## config.mk

```make
export PLATFORM = sky130hd
export DESIGN_NAME = lcd_capture
export DESIGN_NICKNAME = d
export VERILOG_FILES = /design/src/rtl/lcd_capture.sv
export SDC_FILE = /design/constraint.sdc
export NUM_CORES = 1
export LEC_CHECK = 0
export ABC_AREA = 1
export CAP_MARGIN = 20
export CELL_PAD_IN_SITES_DETAIL_PLACEMENT = 0
export CELL_PAD_IN_SITES_GLOBAL_PLACEMENT = 2
export CORE_ASPECT_RATIO = 0.5
export CORE_MARGIN = 2
export CORE_UTILIZATION = 37
export DETAILED_ROUTE_END_ITERATION = 16
export PLACE_DENSITY = 0.88
export REMOVE_ABC_BUFFERS = 1
export SYNTH_ARGS = -nofsm -noshare
export SYNTH_HDL_FRONTEND = slang
export SYNTH_SLANG_ARGS = --single-unit
export TNS_END_PERCENT = 100
```

## constraint.sdc

```tcl
create_clock -name clk -period 5.54 [get_ports clk]
set_input_delay 1.385 -clock clk [delete_from_list [all_inputs] [get_ports clk]]
set_output_delay 1.385 -clock clk [all_outputs]
set_load 0.05 [all_outputs]
```

## src/rtl/lcd_capture.sv

```systemverilog
// Rebuilds the PPU's serial 2-bpp LCD stream into a byte-packed framebuffer, four pixels per byte.
// Define LCD_CAPTURE_DBUF_EN to alternate frames between two RAM banks.
module lcd_capture #(
    parameter int unsigned WIDTH  = 160,
    parameter int unsigned HEIGHT = 144,
    parameter int unsigned AW     = 13
) (
    input  logic          clk,
    input  logic          rst,
    input  logic          vsync,
    input  logic          hsync,
    input  logic          pix_valid,
    input  logic [1:0]    pix_color,
    input  logic          err_clr,
    output logic          fb_we,
    output logic [AW:0]   fb_addr,
    output logic [7:0]    fb_data,
    output logic          frame_done,
    output logic          front_bank,
    output logic          synced,
    output logic          err_overrun,
    output logic          err_short
);

    localparam int unsigned XW = $clog2(WIDTH + 1);
    localparam int unsigned YW = $clog2(HEIGHT + 1);

    localparam logic [XW-1:0] XMax     = XW'(WIDTH);
    localparam logic [XW-1:0] XLast    = XW'(WIDTH - 1);
    localparam logic [YW-1:0] YMax     = YW'(HEIGHT);
    localparam logic [YW-1:0] YLast    = YW'(HEIGHT - 1);
    localparam logic [AW-1:0] LineStep = AW'(WIDTH / 4);

    localparam logic [1:0] StUnsync = 2'd0;
    localparam logic [1:0] StActive = 2'd1;
    localparam logic [1:0] StDone   = 2'd2;

    logic [1:0]    state_q, state_d;
    logic [XW-1:0] x_q, x_d;
    logic [YW-1:0] y_q, y_d;
    logic [1:0]    g_q, g_d;
    logic [5:0]    acc_q, acc_d;
    logic [AW-1:0] base_q, base_d;
    logic          we_q, we_d;
    logic [AW:0]   addr_q, addr_d;
    logic [7:0]    data_q, data_d;
    logic          done_q, done_d;
    logic          front_q, front_d;
    logic          synced_q, synced_d;
    logic          ovr_q, ovr_d;
    logic          short_q, short_d;
    logic          ovr_set, short_set;
    logic          bank;

`ifdef LCD_CAPTURE_DBUF_EN
    assign bank = ~front_q;
`else
    assign bank = 1'b0;
`endif

    always_comb begin
        state_d   = state_q;
        x_d       = x_q;
        y_d       = y_q;
        g_d       = g_q;
        acc_d     = acc_q;
        base_d    = base_q;
        we_d      = 1'b0;
        addr_d    = addr_q;
        data_d    = data_q;
        done_d    = 1'b0;
        front_d   = front_q;
        synced_d  = synced_q;
        ovr_set   = 1'b0;
        short_set = 1'b0;

        // Line/frame events resolve first so a coincident pixel lands in the new position.
        if (vsync) begin
            state_d  = StActive;
            x_d      = '0;
            y_d      = '0;
            g_d      = '0;
            acc_d    = '0;
            base_d   = '0;
            synced_d = 1'b1;
        end else if (state_q == StActive && hsync) begin
            if (x_q != XMax) begin
                short_set = 1'b1;
                if (g_q != 2'd0) begin
                    // Unfilled slots are already zero in acc.
                    we_d   = 1'b1;
                    addr_d = {bank, base_q + AW'(x_q >> 2)};
                    data_d = {2'b00, acc_q};
                end
            end
            x_d    = '0;
            g_d    = '0;
            acc_d  = '0;
            base_d = base_q + LineStep;
            if (y_q != YMax) begin
                y_d = y_q + 1'b1;
            end
            if (y_q == YLast) begin
                state_d = StDone;
            end
        end

        if (pix_valid) begin
            if (state_d == StActive && x_d != XMax && y_d != YMax) begin
                if (g_d == 2'd3) begin
                    we_d   = 1'b1;
                    addr_d = {bank, base_d + AW'(x_d >> 2)};
                    data_d = {pix_color, acc_d};
                    acc_d  = '0;
                    if (x_d == XLast && y_d == YLast) begin
                        done_d = 1'b1;
`ifdef LCD_CAPTURE_DBUF_EN
                        front_d = ~front_q;
`endif
                    end
                end else begin
                    acc_d[2*g_d +: 2] = pix_color;
                end
                x_d = x_d + 1'b1;
                g_d = g_d + 1'b1;
            end else if (state_d != StUnsync) begin
                ovr_set = 1'b1;
            end
        end

        ovr_d   = ovr_set | (ovr_q & ~err_clr);
        short_d = short_set | (short_q & ~err_clr);
    end

    always_ff @(posedge clk or negedge rst) begin
        if (!rst) begin
            state_q  <= StUnsync;
            x_q      <= '0;
            y_q      <= '0;
            g_q      <= '0;
            acc_q    <= '0;
            base_q   <= '0;
            we_q     <= 1'b0;
            addr_q   <= '0;
            data_q   <= '0;
            done_q   <= 1'b0;
            front_q  <= 1'b0;
            synced_q <= 1'b0;
            ovr_q    <= 1'b0;
            short_q  <= 1'b0;
        end else begin
            state_q  <= state_d;
            x_q      <= x_d;
            y_q      <= y_d;
            g_q      <= g_d;
            acc_q    <= acc_d;
            base_q   <= base_d;
            we_q     <= we_d;
            addr_q   <= addr_d;
            data_q   <= data_d;
            done_q   <= done_d;
            front_q  <= front_d;
            synced_q <= synced_d;
            ovr_q    <= ovr_d;
            short_q  <= short_d;
        end
    end

    assign fb_we       = we_q;
    assign fb_addr     = addr_q;
    assign fb_data     = data_q;
    assign frame_done  = done_q;
    assign front_bank  = front_q;
    assign synced      = synced_q;
    assign err_overrun = ovr_q;
    assign err_short   = short_q;

endmodule

```

After elaboration in Yosys (flattened, before gate mapping)
Cells that the tools add are included.
{ "totals": {"elab_cells": 96, "output_inout_bits": 28, "in_bits": 8, "reg_bits": 66} }
{ "classes": {"n_shift": 2, "n_reduce_logical": 6, "n_addsub": 7, "n_eq_ne": 10, "n_bitwise": 5, "muxes": 53} }
{ "op_table": {"columns": ["operator", "n"], "rows": [
  ["8-bit 2-to-1 mux", 14],
  ["14-bit 2-to-1 mux", 7],
  ["3-bit negator with 34-bit output", 1],
  ["2-bit by 34-bit variable shift with 6-bit output, first input constant", 1],
  ["2-bit by 34-bit variable part select with 6-bit output", 1],
  ["8-bit != test, second input constant", 4],
  ["6-bit 2-to-1 mux", 5],
  ["13-bit by 6-bit adder with 13-bit output", 2],
  ["13-bit 2-to-1 mux", 2],
  ["8-bit equality test, second input constant", 3],
  ["1-bit 2-to-1 mux", 17],
  ["8-bit by 1-bit adder with 8-bit output, second input constant", 2],
  ["2-bit 2-to-1 mux", 7],
  ["13-bit by 6-bit adder with 13-bit output, second input constant", 1],
  ["6-bit bitwise mux", 1],
  ["2-bit by 1-bit equality test with 1-bit output, second input constant", 2],
  ["1-bit logical AND", 4],
  ["2-bit nonzero test", 2],
  ["2-bit by 1-bit adder with 2-bit output, second input constant", 1],
  ["1-bit bitwise AND", 2],
  ["2-bit equality test, second input constant", 1],
  ["1-bit bitwise OR", 2],
  ["1-bit NOT", 1]
]} }

Depth between registers and ports, before layout
{ "depth": {"depth_word": 10, "mapped_depth": 17, "depth_no_buf": 17} }

Worst setup path before layout
OpenSTA, ideal clock, no wires.
{ "synth_timing": {"kind": "input to register", "from": "in vsync", "to": "reg addr_q[9], in the netlist fb_addr[9]", "t_required_ns": 5.418, "setup_ns": 0.122, "cell_stages": 13, "t_arrival_ns": 3.171, "setup_slack_ns": 2.247, "path_buffers": 2, "cell_sequence": "buf_4 > inv_2 > nand2_4 > buf_2 > nor2_1 > ha_1 > a21oi_1 > inv_1 > a21oi_1 > nand2_1 > nand2_1 > xor2_1 > o21ai_1"} }
{ "synth_between": {"elab_chain_cells": 6, "elab_cells_between_ends": 16, "cone_classes": "add/sub (1); eq/ne (4); mux (9); reduce/logical (2)"} }
{ "synth_lines": {"columns": ["item", "line", "rtl"], "rows": [
  ["start, declared", "10", "input logic vsync,"],
  ["branches (longest 5 deep; another with 13-bit by 6-bit adder with 13-bit output)", null, null],
  ["14-bit 2-to-1 mux (*)", "108", "if (pix_valid) begin"],
  ["via addr_d[9]", "45", "logic [AW:0] addr_q, addr_d;"],
  ["end signal, assigned", "159", "addr_q <= addr_d;"],
  ["end, declared", "45", null]
]} }
Mark *: on every way through the listed nets, which the timed path passes.
A chain may end at the register's enable or synchronous reset.

Final worst setup path
{ "layout_timing": {"from": "in hsync", "to": "reg addr_q[12], in the netlist fb_addr[12]"} }
{ "layout_between": {"elab_chain_cells": 8, "elab_cells_between_ends": 23, "cone_classes": "add/sub (1); eq/ne (4); mux (15); reduce/logical (3)"} }
{ "layout_lines": {"columns": ["item", "line", "rtl"], "rows": [
  ["start, declared", "11", "input logic hsync,"],
  ["1-bit logical AND (*)", "86", "end else if (state_q == StActive && hsync) begin"],
  ["branches (longest 6 deep; another with 13-bit by 6-bit adder with 13-bit output)", null, null],
  ["14-bit 2-to-1 mux (*)", "108", null],
  ["via addr_d[12]", "45", null]
]} }
Marked as above.

==> flow_metrics.py <==
metrics = {
    "cts": {
        "cts-root-buf": "clkbuf_16",
        "clk_pin_slew_ns": 0.06,
        "ctsResizeCount": 0,
        "cts_tree": "built",
        "holdBufCountCts": 0,
        "insertion_delay_ns": 0.33,
        "postCtsSetupBuffers": 0,
        "htree_levels": 3,
        "cts_made_buffers": 9,
        "clock-sinks": 66,
        "clock_path_buffers": 2,
    },
    "synth": {
        "ys_seq_area_share_pct": 36.0,
        "synth_edf_count": 0,
        "yosys.cell_types.count": 50,
        "ys_warn_count": 0,
        "synth_area_mm2": 0.00459,
        "synth_cells": 610,
        "synth_ff_type": "dfrtp_1",
        "async_flop_share_pct": 100,
        "synth_seq_cells": 66,
        "avgSynthCellArea_um2": 7.52,
    },
    "power_and_ir_drop": {
        "pwr-share-seq_pct": 40.6,
        "p_switching_uw": 407,
        "max-vdd-ir-drop_uv": 130,
        "p_int_uw": 897,
        "switching_share_pct": 31.2,
        "combPwrFrac_pct": 19.3,
        "power_density_mw_per_mm2": 246,
        "leakage_uw": 0.00263,
        "pwr-share-clk_pct": 40.1,
    },
    "sta": {
        "final_max_slew_viol_count": 0,
        "fmax_ghz": 0.240,
        "setup_slack_ns": 1.37,
        "final-setup-viol-count": 0,
        "finalHoldViolCount": 0,
        "slew_headroom_pct": 36.3,
        "fin_crit_ns": 4.17,
        "tns_ns": 0,
        "worstMarginPinSlew_ns": 0.956,
        "finClkSkew_ns": 0.00528,
        "rsz0062_at_grt": "no",
        "finalCritPeriodShare_pct": 75.2,
    },
    "route": {
        "drcViolationCount": 0,
        "drtPass1Iterations": 4,
        "ant_nets": 0,
        "drtIter0Drc": 166,
        "viasPerCell": 4.75,
        "totalWireLength_um": 10900,
        "vias": 3859,
        "drt-wirelength-per-cell_um": 13.5,
    },
    "critical_path": {
        "cp-start-kind": "input pin",
        "crit_path_max_fanout": 42,
        "r2r_cells": 13,
        "required_ns": 5.81,
        "criticalPathCategory": "input pin to register",
        "end_kind": "register",
        "crit_arrival_ns": 4.43,
        "r2r-start": "state_q[0]$_DFF_PN0_",
        "worstSetupStartpoint": "hsync",
    },
    "placement": {
        "portBuffers": 34,
        "dp.cells": 796,
        "post_dp_cell_area_mm2": 0.00502,
        "place_ws_ns": 1.05,
        "dp_hpwl_um": 8040,
        "gp_congestion": 0.784,
    },
    "global_route": {
        "met2_usage_pct": 30.4,
        "antenna_found_initial": 0,
        "met1_usage_pct": 24.5,
        "grt_pass1_wl_um": 18900,
        "grt_max_degree": 43,
        "grt_pass1_vias": 3796,
        "met3_usage_pct": 4.40,
        "grt_use_total_pct": 18.3,
        "grt_overflow_total": 0,
        "busiest_layer": "met2",
    },
    "die": {
        "dieArea_mm2": 0.0134,
        "core_mm2": 0.0119,
        "start_util_pct": 38.4,
        "io_pins": 36,
        "die_y_um": 82.7,
        "rows": 28,
        "die_x_um": 161,
    },
    "worst_hold_path": {
        "hold_class": "register to register",
        "hold_path_depth": 1,
        "min_from": "synced$_DFFE_PN0P_",
    },
    "cells_and_area": {
        "layout.nets": 673,
        "fin_area_mm2": 0.00529,
        "diodes": 0,
        "nFillCells": 1181,
        "area_growth_pct": 15.4,
        "stdcell_count": 812,
        "final_layout_size_suffix_gt1_share_pct": 11.1,
    },
    "run": {
        "maxCapViolCount": 0,
    },
    "status": {
        "status": "completed",
    },
}
## routing by layer
| metal | vias to the layer above | routed length [um] |
|---|---|---|
| met5 | - | 0 |
| met4 | 0 | 69 |
| met3 | 4 | 369 |
| met2 | 45 | 4830 |
| met1 | 1794 | 5670 |
| li1 | 2016 | - |
## cell families (layout without fill, tap and decap cells)
logic type	after synthesis	in the layout	synth area share [%]
mux	2	2	0.436
compound gates	86	86	10.9
simple gates	304	304	32.1
xor+xnor	17	17	3.25
other cells	1	1	0.0818
flops	66	66	36.0
fa+ha+maj	23	23	6.60
buf+inv	111	148	10.7
## area by class of cell
type	count	area, um2	share of cell area, %
multi-input cells	433	2440	46.2
repair buffers	36	350	6.62
flip-flops and latches	66	1650	31.2
clock buffers	10	229	4.33
inverters	96	368	6.95
well taps	165	206	3.90
clock inverters	6	42.5	0.804
## sequential cells by signal, summed over array words and instances, names as in the netlist
name and cells:
state_q 2, frame_done 1, acc_q 6, base_q 13
y_q 8, g_q 2, fb_addr 14, synced 1
fb_data 8, fb_we 1, err_short 1, err_overrun 1
x_q 8
## power groups by stage
stage | logic, uW | registers (uW) | clock network, uW
global route | 277 | 533 | 564
CTS | 255 | 530 | 542
detailed placement | 254 | 538 | 0
floorplan | 96.4 | 608 | 0
global placement | 253 | 538 | 0
finish | 251 | 530 | 523
## final timing paths
| check | endpoint | slack, ns |
|---|---|---|
| max reg2reg | fb_addr[12]$_DFF_PN0_ | 2.50 |
| min | synced$_DFFE_PN0P_ | 0.46 |
| min reg2reg | synced$_DFFE_PN0P_ | 0.46 |
| max | fb_addr[12]$_DFF_PN0_ | 1.37 |
| max in group asynchronous | base_q[6]$_DFF_PN0_ | 3.38 |
| min in group asynchronous | fb_data[3]$_DFF_PN0_ | 1.20 |
## per-stage QoR
stage | hold slack [ns] | total power (uW) | util [%]
after floorplan | 0.487 | 705 | -
after global routing | 0.493 | 1370 | 44.3
final | 0.458 | 1300 | 44.3
after detailed placement | 0.452 | 792 | 42.0
after CTS | 0.465 | 1330 | 44.3
after global placement | 0.446 | 791 | 42.0
## placed cells by master (no fill, tap or decap), types with 21 or more instances in the layout
master / instances
ha_1: 21
a21oi_1: 24
inv_1: 90
nand2_1: 150
nand3_1: 42
o21ai_0: 28
dfrtp_1: 66
clkdlybuf4s50_1: 33
nor2_1: 54
## worst max-delay path, cell delays in order
cell             delay (ns)
clkdlybuf4s50_1        0.48
nand3_4                0.26
nand2_4                0.21
nor2_1                 0.19
inv_1                  0.09
ha_1                   0.20
nor3b_1                0.14
nand3_2                0.10
nand2_4                0.06
nor2_8                 0.14
nand4_4                0.55
inv_1                  0.40
nand3_1                0.12
nand2_1                0.07
## synthesized netlist by cell type (4+ instances only)
cell type / n / area share [%]
nand2_1: 150 / 12
nand4_1: 10 / 1.4
buf_4: 4 / 0.65
o21ai_1: 12 / 1.3
nor2_1: 54 / 4.4
buf_2: 4 / 0.44
nor2_2: 7 / 0.95
dfrtp_1: 66 / 36
nor2_4: 5 / 1.2
a21oi_1: 24 / 2.6
nor3_1: 9 / 0.98
inv_2: 4 / 0.33
nand3_1: 42 / 4.6
buf_6: 4 / 0.98
o21ai_2: 12 / 2.3
inv_1: 90 / 7.4
nand3_2: 4 / 0.87
xnor2_1: 6 / 1.1
nand2_2: 5 / 0.68
nand2_4: 4 / 0.98
ha_1: 21 / 5.7
xor2_1: 11 / 2.1
o21ai_0: 28 / 3.1
Power figures use the tool's default switching activity.
==> edit 1 (config.mk and constraints unchanged) <==
`AW`: 13 -> 12.
--- a/src/rtl/lcd_capture.sv
+++ b/src/rtl/lcd_capture.sv
@@ -3,7 +3,7 @@
 module lcd_capture #(
     parameter int unsigned WIDTH  = 160,
     parameter int unsigned HEIGHT = 144,
-    parameter int unsigned AW     = 13
+    parameter int unsigned AW     = 12
 ) (
     input  logic          clk,
     input  logic          rst,
Ports: changed (resized fb_addr); port bits go from 36 to 35. No check against the original RTL was run, so the function may have changed too.
==> edit 1 against the unedited design <==
- final area is 3.6% lower
- synthesized area fell by 4.6%
- total power rose by 4.2%
- setup slack improved by 0.0051 ns
- global-route usage up 0.083 points
- cell count is 3.3% lower
- critical path type unchanged
- first-iteration DRC count is 14% lower
- wire length fell by 2.8%
- sequential cell count fell by 2
- via count is 5.0% lower
==> edit 1: results (changes against the unedited design) <==
* Status: completed (unchanged)
* Inverter count at 91 (was 96)
* Routability congestion estimate at 0.785 (was 0.784)
* Netlist Area Pre-Place at 4380 sq um (was 4590 sq um)
* Met2 GRT Util at 30.1% (was 30.4%)
* Worst setup path startpoint: vsync (was hsync)
* LEAKAGE at 2.53 nW (was 2.63 nW)
* Yosys reg bits at 64 (was 66)
* Pint at 0.948 mW (was 0.897 mW)
* Seq area share at 31.4% (was 31.2%)
* Share of post-route cells with drive strength above 1 at 11.0% (was 11.1%)
* Signal buf overhead at 6.96% (was 6.62%)
* Synth cell count leaders: nand2_1, inv_1, dfrtp_1 (unchanged)
* Placed insts at 770 (was 796)
* Buffers, non-clock at 37 (was 36)
* Routed vias/inst at 4.67 (was 4.75)
* Worst setup margin at 1.38 ns (was 1.37 ns)
* Clkbuf count at 11 (was 10)
* Crit path max fanout at 22 (was 42)
* FILL cells at 1185 (was 1181)
* Fraction of area in multi-input gates at 45.2% (was 46.2%)
* Global Route met3 Usage at 4.00% (was 4.40%)
* Leading power group: clock (was sequential cells)
* IO Port Bufs at 33 (was 34)
* Clk power at 0.562 mW (was 0.523 mW)
* Final hold slack at 0.485 ns (was 0.458 ns)
* Arrival @ worst endpoint at 4.38 ns (was 4.43 ns)
* Synth area leaders: dfrtp_1, nand2_1, inv_1 (unchanged)
* Flop2flop setup slack at 2.56 ns (was 2.50 ns)
* Met1 GRT Util at 24.8% (was 24.5%)
edit 1: changes by cell type in the layout (fill, tap and decap cells not counted), moves of 4 or more:
cell / unedited run / this run
o21ai_1: 12 / 7
nor2_4: 5 / 1
a21oi_1: 24 / 18
nand2_2: 5 / 1
nand3_1: 42 / 37
edit 1: logic make-up (layout without fill, tap and decap cells):
group | Yosys count | in the layout | synth area share, %
other | 1 | 1 | 0.0857
AND/OR/NAND/NOR | 293 | 293 | 31.0
XOR/XNOR | 18 | 18 | 3.60
flip-flops | 64 | 64 | 36.6
adder cells (fa/ha/maj) | 23 | 23 | 6.92
AO/OA/AOI/OAI | 77 | 77 | 10.9
buffers and inverters | 107 | 143 | 10.7
multiplexers | 1 | 1 | 0.229
edit 1: routing by layer:
layer,part of all wire [%],up-vias,routed length (microns)
met5,0,-,0
met4,0.68,0,72
met3,3.7,6,397
met2,45,47,4760
met1,51,1694,5410
li1,-,1919,-
==> edit 2 (config.mk and constraints unchanged) <==
Made on the original files. Make the reset (`rst`) synchronous in one clocked block.
--- a/src/rtl/lcd_capture.sv
+++ b/src/rtl/lcd_capture.sv
@@ -132,7 +132,7 @@
         short_d = short_set | (short_q & ~err_clr);
     end
 
-    always_ff @(posedge clk or negedge rst) begin
+    always_ff @(posedge clk) begin
         if (!rst) begin
             state_q  <= StUnsync;
             x_q      <= '0;
Check against the original RTL: differs if rst is asserted again (counterexample within 4 cycles, from zero or initial values and one cycle with rst low); with rst held inactive, the same outputs for 4 cycles.
==> edit 2 against the unedited design <==
- die area shrank 5.0%
- synthesized area shrank 5.2%
- cell count grew 8.3%
- wire length grew 6.4%
- setup slack gained 0.016 ns
- sequential cell count is the same
- final area shrank 2.8%
- largest cell class unchanged
- highest routed layer unchanged
Power is not compared: it rests on default switching activity, and its combinational part moved more than twofold at a synthesized area within 25%.
==> edit 2: results (changes against the unedited design) <==
* Inverter count at 89 (was 96)
* Drt wl/cell at 13.2 microns (was 13.5 microns)
* Clock skew at 0.00510 ns (was 0.00528 ns)
* Clkbuf count at 9 (was 10)
* Met1 Wirelength at 6250 microns (was 5670 microns)
* Worst Hold Path EP: fb_addr[13] (was synced)
* Routed vias at 4200 (was 3859)
* FILL cells at 1210 (was 1181)
* WHS Path Cells at 2 (was 1)
* Syn Area/Cell at 6.31 sq um (was 7.52 sq um)
* Comb_multi_in at 509 (was 433)
* Layout Nets at 746 (was 673)
* Global Route met3 Usage at 4.16% (was 4.40%)
* Vias in the first global route at 4014 (was 3796)
* Netlist Area Pre-Place at 4350 sq um (was 4590 sq um)
* First-pass GRT wire length at 19800 microns (was 18900 microns)
* Arrival @ worst endpoint at 4.38 ns (was 4.43 ns)
* Flop2flop setup slack at 2.39 ns (was 2.50 ns)
* Slew at the pin closest to its max-slew limit at 0.527 ns (was 0.956 ns)
* Tcrit/Tclk final at 74.9% (was 75.2%)
* Main synth FF type: dfxtp_1 (was dfrtp_1)
* RR Startpoint: state_q[1] (was state_q[0])
* Post-synthesis async set-or-reset flop share at 0% (was 100%)
* Tot GR Track Use at 20.3% (was 18.3%)
* Met2 GRT Util at 32.2% (was 30.4%)
* Placed insts at 862 (was 796)
* Largest net degree at the start of global routing at 39 (was 43)
* Status: completed (unchanged)
* Hold path start: fb_addr[13] (was synced)
* Hpwl dp at 8360 microns (was 8040 microns)
* Signal buf overhead at 8.12% (was 6.62%)
* Drt pass-1 iters at 5 (was 4)
* Routed met3 length at 480 microns (was 369 microns)
* Slowest CP cell: clkdlybuf4s50_1 (was nand4_4)
* Buffers, non-clock at 40 (was 36)
* Synth cell count leaders: nand2_1, nor2_1, inv_1 (was nand2_1, inv_1, dfrtp_1)
* Met1 GRT Util at 27.9% (was 24.5%)
* 1st-iter DRT viols at 194 (was 166)
* Share of the yosys chip area belonging to registers at 30.4% (was 36.0%)
* Final hold slack at 0.460 ns (was 0.458 ns)
-- edit 2: cell types whose count changed after synthesis, moves of 5 or more --
| cell | change |
|---|---|
| dfxtp_1 | +66 |
| o21ai_1 | -10 |
| inv_1 | -5 |
| nor2_1 | +64 |
| dfrtp_1 | -66 |
| nor3_1 | +8 |
| a21oi_1 | +6 |
| nand2_1 | +25 |
| clkbuf_1 | +9 |
| nand3_1 | +10 |
| o21ai_2 | -10 |
-- edit 2: kinds of logic after synthesis --
logic type                 synth area share (%)
and+or+nand+nor                            39.4
DFF                                        30.4
other                                    0.0862
AOI/OAI and AO/OA                          10.1
adders and majority gates                  6.96
xor gates and xnor gates                   2.22
buffers and inverters                      10.9
-- edit 2: critical path, delay by kind of cell --
family          cells  cell delay [ns]
simple gates       10             1.75
buf+inv             3             0.88
fa+ha+maj           1             0.18
compound gates      1             0.16
